## src/rtl/keypad_matrix_scan.sv

```systemverilog
// 4x4 active-low key matrix scanner with frame debounce, one-hot key code, press strobe and multi-key flag.
// Optional auto-repeat of key_pulse is built when KEYPAD_REPEAT_EN is defined.
module keypad_matrix_scan #(
   parameter int unsigned SCAN_DIV        = 50000,
   parameter int unsigned DEBOUNCE_FRAMES = 5,
   parameter int unsigned REPEAT_DELAY    = 500,
   parameter int unsigned REPEAT_RATE     = 100
) (
   input  logic        clk,
   input  logic        RSTn,
   input  logic [3:0]  col_in,
   output logic [3:0]  row_out,
   output logic [15:0] onehot,
   output logic        key_pulse,
   output logic        multi_key
);

   localparam int unsigned CW = $clog2(SCAN_DIV);
   localparam int unsigned DW = $clog2(DEBOUNCE_FRAMES + 1);
   localparam logic [CW-1:0] DWELL_MAX = CW'(SCAN_DIV - 1);
   localparam logic [DW-1:0] DB_MAX    = DW'(DEBOUNCE_FRAMES);

   if (SCAN_DIV < 4 || DEBOUNCE_FRAMES < 1 || REPEAT_DELAY < 1 || REPEAT_RATE < 1) begin : g_param_check
      $error("keypad_matrix_scan: illegal parameter value");
   end

   typedef enum logic {ROW_DWELL, FRAME_END} state_t;

   state_t          state, state_nxt;
   logic [3:0]      col_meta, col_sync;
   logic [1:0]      row_idx;
   logic [CW-1:0]   dwell;
   logic [15:0]     raw, cand;
   logic [DW-1:0]   db_cnt, db_cnt_nxt;
   logic            sample, accept, single, press_pulse, repeat_pulse;
   logic [15:0]     new_oh;
   logic            new_multi;

   always_ff @(posedge clk) begin
      if (RSTn) state <= ROW_DWELL;
      else      state <= state_nxt;
   end

   always_comb begin
      state_nxt  = state;
      sample     = 1'b0;
      accept     = 1'b0;
      db_cnt_nxt = db_cnt;
      case (state)
         ROW_DWELL: begin
            if (dwell == DWELL_MAX) begin
               sample = 1'b1;
               if (row_idx == 2'd3) state_nxt = FRAME_END;
            end
         end
         FRAME_END: begin
            state_nxt = ROW_DWELL;
            if (raw != cand)           db_cnt_nxt = DW'(1);
            else if (db_cnt != DB_MAX) db_cnt_nxt = db_cnt + 1'b1;
            accept = (db_cnt_nxt == DB_MAX);
         end
         default: state_nxt = ROW_DWELL;
      endcase
      // A snapshot is a valid key only if exactly one bit is set.
      single      = (raw != '0) && ((raw & (raw - 16'd1)) == '0);
      new_oh      = single ? raw : '0;
      new_multi   = (raw != '0) && !single;
      press_pulse = accept && (new_oh != '0) && (new_oh != onehot);
   end

   always_ff @(posedge clk) begin
      if (RSTn) begin
         col_meta  <= '1;
         col_sync  <= '1;
         row_idx   <= '0;
         row_out   <= 4'b1110;
         dwell     <= '0;
         raw       <= '0;
         cand      <= '0;
         db_cnt    <= '0;
         onehot    <= '0;
         multi_key <= 1'b0;
         key_pulse <= 1'b0;
      end else begin
         col_meta  <= col_in;
         col_sync  <= col_meta;
         key_pulse <= press_pulse | repeat_pulse;
         db_cnt    <= db_cnt_nxt;
         if (state == ROW_DWELL) begin
            if (sample) begin
               raw[{row_idx, 2'b00} +: 4] <= ~col_sync;
               row_idx <= row_idx + 2'd1;
               row_out <= ~(4'b0001 << (row_idx + 2'd1));
               dwell   <= '0;
            end else begin
               dwell <= dwell + 1'b1;
            end
         end else begin
            cand <= raw;
         end
         if (accept) begin
            onehot    <= new_oh;
            multi_key <= new_multi;
         end
      end
   end

`ifdef KEYPAD_REPEAT_EN
   logic [31:0] rep_cnt;
   logic        rep_phase;
   logic [15:0] oh_nxt;
   logic        hold;

   // rep_phase selects the initial delay (0) or the steady repeat interval (1).
   always_comb begin
      oh_nxt       = accept ? new_oh : onehot;
      hold         = (state == FRAME_END) && (oh_nxt != '0) && (oh_nxt == onehot);
      repeat_pulse = hold && ((rep_cnt + 32'd1) == (rep_phase ? REPEAT_RATE : REPEAT_DELAY));
   end

   always_ff @(posedge clk) begin
      if (RSTn) begin
         rep_cnt   <= '0;
         rep_phase <= 1'b0;
      end else if (state == FRAME_END) begin
         if (!hold) begin
            rep_cnt   <= '0;
            rep_phase <= 1'b0;
         end else if (repeat_pulse) begin
            rep_cnt   <= '0;
            rep_phase <= 1'b1;
         end else begin
            rep_cnt <= rep_cnt + 32'd1;
         end
      end
   end
`else
   assign repeat_pulse = 1'b0;
`endif

endmodule

```

## config.mk

```make
export PLATFORM = sky130hd
export DESIGN_NAME = keypad_matrix_scan
export DESIGN_NICKNAME = d
export VERILOG_FILES = /design/src/rtl/keypad_matrix_scan.sv
export SDC_FILE = /design/constraint.sdc
export NUM_CORES = 1
export LEC_CHECK = 0
export CORE_MARGIN = 1
export CORE_UTILIZATION = 35
export CTS_BUF_LIST = sky130_fd_sc_hd__clkbuf_8
export DETAILED_ROUTE_END_ITERATION = 8
export SLEW_MARGIN = 5
export SYNTH_ARGS = -nofsm -noshare
export SYNTH_HDL_FRONTEND = slang
export SYNTH_SLANG_ARGS = --single-unit
```

## constraint.sdc

```tcl
create_clock -name clk -period 3.3 [get_ports clk]
set_clock_uncertainty 0.15 [all_clocks]
set_input_delay 0.66 -clock clk [delete_from_list [all_inputs] [get_ports clk]]
set_output_delay 0.66 -clock clk [all_outputs]
set_load 0.1 [all_outputs]
```

After elaboration in Yosys (flattened, before gate mapping)
Cells that the tools add are included.
- register bits after elaboration: 84
- bits of input ports: 6
- output and inout bits: 22
- add/subtract/negate cells: 5
- eq/ne operators: 6
- shift operators: 3
- multiplexer cells: 12
- bitwise logic cells: 4
- reduce and logical (&&, ||, !) cells: 9
- operators by type and width (operator ; count):
    16-bit two-way mux ; 2
    16-bit inequality test ; 2
    16-bit nonzero test ; 2
    16-bit by 1-bit adder with 16-bit output, second input constant ; 1
    16-bit bitwise AND ; 1
    16-bit bitwise mux ; 1
    16-bit equality test, second input constant ; 1
    16-bit zero test ; 1
    4-bit by 6-bit variable shift with 16-bit output, first input constant ; 1
    4-bit by 6-bit indexed part select with 16-bit output ; 1
    16-bit by 1-bit subtractor with 16-bit output, second input constant ; 1
    3-bit two-way mux ; 3
    4-bit NOT ; 2
    4-bit negator with 6-bit output ; 1
    1-bit two-way mux ; 5
    1-bit logical AND ; 4
    1-bit by 2-bit left shift with 4-bit output, first input constant ; 1
    3-bit by 1-bit adder with 3-bit output, second input constant ; 1
    3-bit equality test, second input constant ; 1
    3-bit inequality test, second input constant ; 1
    2-bit by 1-bit adder with 2-bit output, second input constant ; 1
    2-bit equality test, second input constant ; 1
    1-bit case mux with 2 select lines ; 1
    2-bit AND reduction ; 1
    2 further kinds ; 2

Depth between registers and ports, before layout
- word-level depth: 8
- depth in mapped cells: 10
- depth with buffers taken out: 9

Worst setup path after synthesis
OpenSTA, ideal clock, no wires.
- kind: flip-flop to flip-flop
- from: reg raw[0]
- to: reg key_pulse
- library setup time: 0.129 ns
- data arrival time: 2.128 ns
- data required time: 3.021 ns
- slack: 0.893 ns
- cell stages (with the launch flop): 11
- cell sequence: dfxtp_1 buf_6 or4_4 a2111oi_2 nor2_1 nand2_4 and3_1 clkbuf_4 mux2i_1 and4_1 a31oi_1
- cells in the longest elaborated chain, start to end: 8
- RTL lines (what ; RTL line ; text):
    start, declared ; 33 ; logic [15:0] raw, cand;
    start signal, assigned by index ; 91 ; raw[{row_idx, 2'b00} +: 4] <= ~col_sync;
    16-bit by 1-bit subtractor with 16-bit output ; 65 ; single = (raw != '0) && ((raw & (raw - 16'd1)) == '0);
    16-bit bitwise AND ; 65 ;
    16-bit zero test ; 65 ;
    1-bit logical AND ; 65 ;
    16-bit two-way mux ; 66 ; new_oh = single ? raw : '0;
    16-bit nonzero test ; 68 ; press_pulse = accept && (new_oh != '0) && (new_oh != onehot);
    1-bit logical AND ; 68 ;
    1-bit logical AND * ; 68 ;
    end signal, assigned ; 87 ; key_pulse <= press_pulse | repeat_pulse;
    end, declared ; 14 ; output logic key_pulse,
Every way passes the cells marked *; elsewhere a longest branch is shown, timed or not. The select of a mux whose other input is x is not followed.
A chain may end at the register's enable or synchronous reset.

Worst setup path in the final report
- from: reg raw[4]
- to: reg key_pulse
The elaborated chain is that of the path after synthesis.

==> flow_metrics.env <==
export IMPL_yosys_area_share_simple=0.250
export IMPL_pwr_density_cell_nw_per_um2=400
export IMPL_die_h_um=112
export IMPL_synth_area_um2=4210
export IMPL_cts_tree="yes"
export IMPL_dp_hpwl_um=6210
export IMPL_antenna_cells=0
export IMPL_place_congestion=0.825
export IMPL_finish_utilization=0.397
export IMPL_timing_final_crit_share=0.833
export IMPL_grt_util_all_layers=0.154
export IMPL_drc=0
export IMPL_synth_common_cells="dfxtp_1, nor2_1, a21oi_1, nand2_1"
export IMPL_synth_fa_ha_area_frac=0.0262
export IMPL_synthTopCellsByArea="dfxtp_1, nor2_1, xnor2_1"
export IMPL_min_path_type="flip-flop to flip-flop"
export IMPL_synth_compound_area_frac=0.125
export IMPL_power_leakage_nw=1.63
export IMPL_drive_gt1_frac=0.154
export IMPL_grt_setup_unrepaired="no"
export IMPL_cp_max_fo=11
export IMPL_path_cells="nor3_4, a41oi_1, or3_1, a21oi_2, and3_1, mux2i_1, and4_1, a31oi_1"
export IMPL_start_util=0.364
export IMPL_cts_path_max_buffers=2
export IMPL_postRouteAntennaNets=0
export IMPL_portBuffers=27
export IMPL_clkTransAtPathRegs_ns=0.09
export IMPL_synth_top_family_by_area="simple AND/OR/NAND/NOR gates"
export IMPL_fp_dieW_um=112
export IMPL_slowest_delay_ns=0.49
export IMPL_antenna_found_initial=0
export IMPL_hold_viol_final=0
export IMPL_viasPerCell=5.12
export IMPL_rows=39
export IMPL_htree_levels=3
export IMPL_grt_pass1_vias=3093
export IMPL_dieArea_um2=12500
export IMPL_cts_hold_buf=0
export IMPL_async_flop_share=0
export IMPL_slew_violations=0
export IMPL_crit_type="flip-flop to flip-flop"
export IMPL_worst_pin_slew_ns=0.560
export IMPL_yosys_warnings=0
export IMPL_status="completed"
export IMPL_grt_pass1_wl_um=15400
export IMPL_start_kind="flip-flop"
export IMPL_ir_drop_v=0.000190
export IMPL_hold_slack_ns=0.265
export IMPL_synth_edf_count=0
export IMPL_yosysMostFrequentCell="dfxtp_1"
export IMPL_n_fill_cell=1143
export IMPL_worstPathArrival_ns=2.85
export IMPL_yosysUniqueCellTypes=60
export IMPL_nets=509
export IMPL_cts_root_buf="clkbuf_8"
export IMPL_post_cts_setup_buffer_count=0
export IMPL_clock_latency_ns=0.36
export IMPL_cts_buffers=9
export IMPL_synth_largest_area_cell="dfxtp_1"
export IMPL_timing_setup_tns_ns=0
export IMPL_finalSetupViolCount=0
export IMPL_syn_nets=498
export IMPL_cts_resized=0
export IMPL_crit_slowest_cell="dfxtp_1"
export IMPL_relSlewSlack=0.627
export IMPL_seq_area_frac_synth=0.400
export IMPL_grt_max_degree=35
export IMPL_synth_flop_cell="dfxtp_1"
export IMPL_timing_fmax_mhz=364
export IMPL_yosys_mux_area_fraction=0.0428
export IMPL_yosys_area_share_xor_xnor=0.0770
export IMPL_ys_ff_latch=84
export IMPL_synth_top_cell_area_share=0.400
export IMPL_area_growth_pct=9.10
export IMPL_min_period_ns=2.75
export IMPL_first_pass_iters=4
export IMPL_wl_per_cell_um=13.9
export IMPL_vias=3295
export IMPL_wl_um=8920
export IMPL_coreArea_um2=11600
export IMPL_cp_end_kind="flip-flop"
export IMPL_clkSinkCount=84
export IMPL_avgSynthCellArea_um2=8.70
export IMPL_grt_overflow_total=0
export IMPL_drv_cap=0
export IMPL_ios=28
export IMPL_drtIter0Drc=197
export IMPL_synthCells=484
export IMPL_critPathRequiredTime_ns=3.40
power breakdown:
group	internal [mW]	switching (mW)
Sequential	1.02	0.00563
Combinational	0.0148	0.0202
Clock	0.365	0.411
Total	1.40	0.437
flip-flops by register name, summed over array words and instances (netlist names):
name / cells
multi_key: 1
row_out: 4
state: 1
db_cnt: 3
row_idx: 2
col_meta: 4
key_pulse: 1
col_sync: 4
raw: 16
dwell: 16
cand: 16
onehot: 16
routing by layer:
metal	global-route usage	wire length [µm]	vias up
met1	0.210	4410	1533
li1	-	-	1689
met4	0.0649	159	0
met5	0	0	-
met3	0.0338	379	10
met2	0.232	3970	63
cell type report:
type                       count  area [µm²]  area share
multi-input combinational    349        2190       0.477
clock inverter                 7        81.3      0.0177
timing repair buffer          36         278      0.0605
tap                          143         179      0.0390
clock buffer                   9         124      0.0270
sequential                    84        1680       0.366
inverter                      15        56.3      0.0123
critical path, delay by kind of cell, from the launching register on:
kind	cells	cell delay, ns
DFF	1	0.49
muxes	1	0.20
and+or+nand+nor	4	1.22
AOI/OAI and AO/OA	3	0.56
layout by cell type, fill, tap and decap left out, drive strengths merged, types with 4 or more instances in the layout:
| master | count |
|---|---|
| dfxtp | 84 |
| nor2 | 64 |
| a21oi | 42 |
| nand2 | 35 |
| buf | 32 |
| xnor2 | 27 |
| nand3 | 27 |
| nor3 | 22 |
| inv | 20 |
| mux2i | 18 |
| or2 | 13 |
| o21ai | 10 |
| xor2 | 10 |
| nand4 | 10 |
| clkbuf | 9 |
| ha | 8 |
| nand3b | 6 |
| and3 | 6 |
| a22oi | 4 |
| a211oi | 4 |
| nand2b | 4 |
| clkdlybuf4s50 | 4 |
logic make-up after synthesis:
| kind of cell | Yosys count |
|---|---|
| fa+ha+maj | 9 |
| simple gates | 203 |
| mux | 18 |
| buf+inv | 51 |
| flops | 84 |
| compound gates | 82 |
| xor+xnor | 37 |
stage by stage:
stage	power (mW)	std cells	instance area (µm²)	setup slack [ns]
6_report	1.84	643	4590	0.550
5_1_grt	1.90	643	4590	0.239
3_3_place_gp	1.08	627	4390	0.508
4_1_cts	1.86	643	4590	0.541
2_1_floorplan	1.07	484	4210	0.893
3_5_place_dp	1.08	627	4390	0.578
final timing paths:
check	from	endpoint	slack, ns	cells after the start
worst max-delay path	raw[4]	key_pulse	0.55	8
worst min-delay path	col_meta[2]	col_sync[2]	0.26	1
worst max register to register	raw[4]	key_pulse	0.55	8
worst min register to register	col_meta[2]	col_sync[2]	0.26	1
Power figures use the tool's default switching activity.
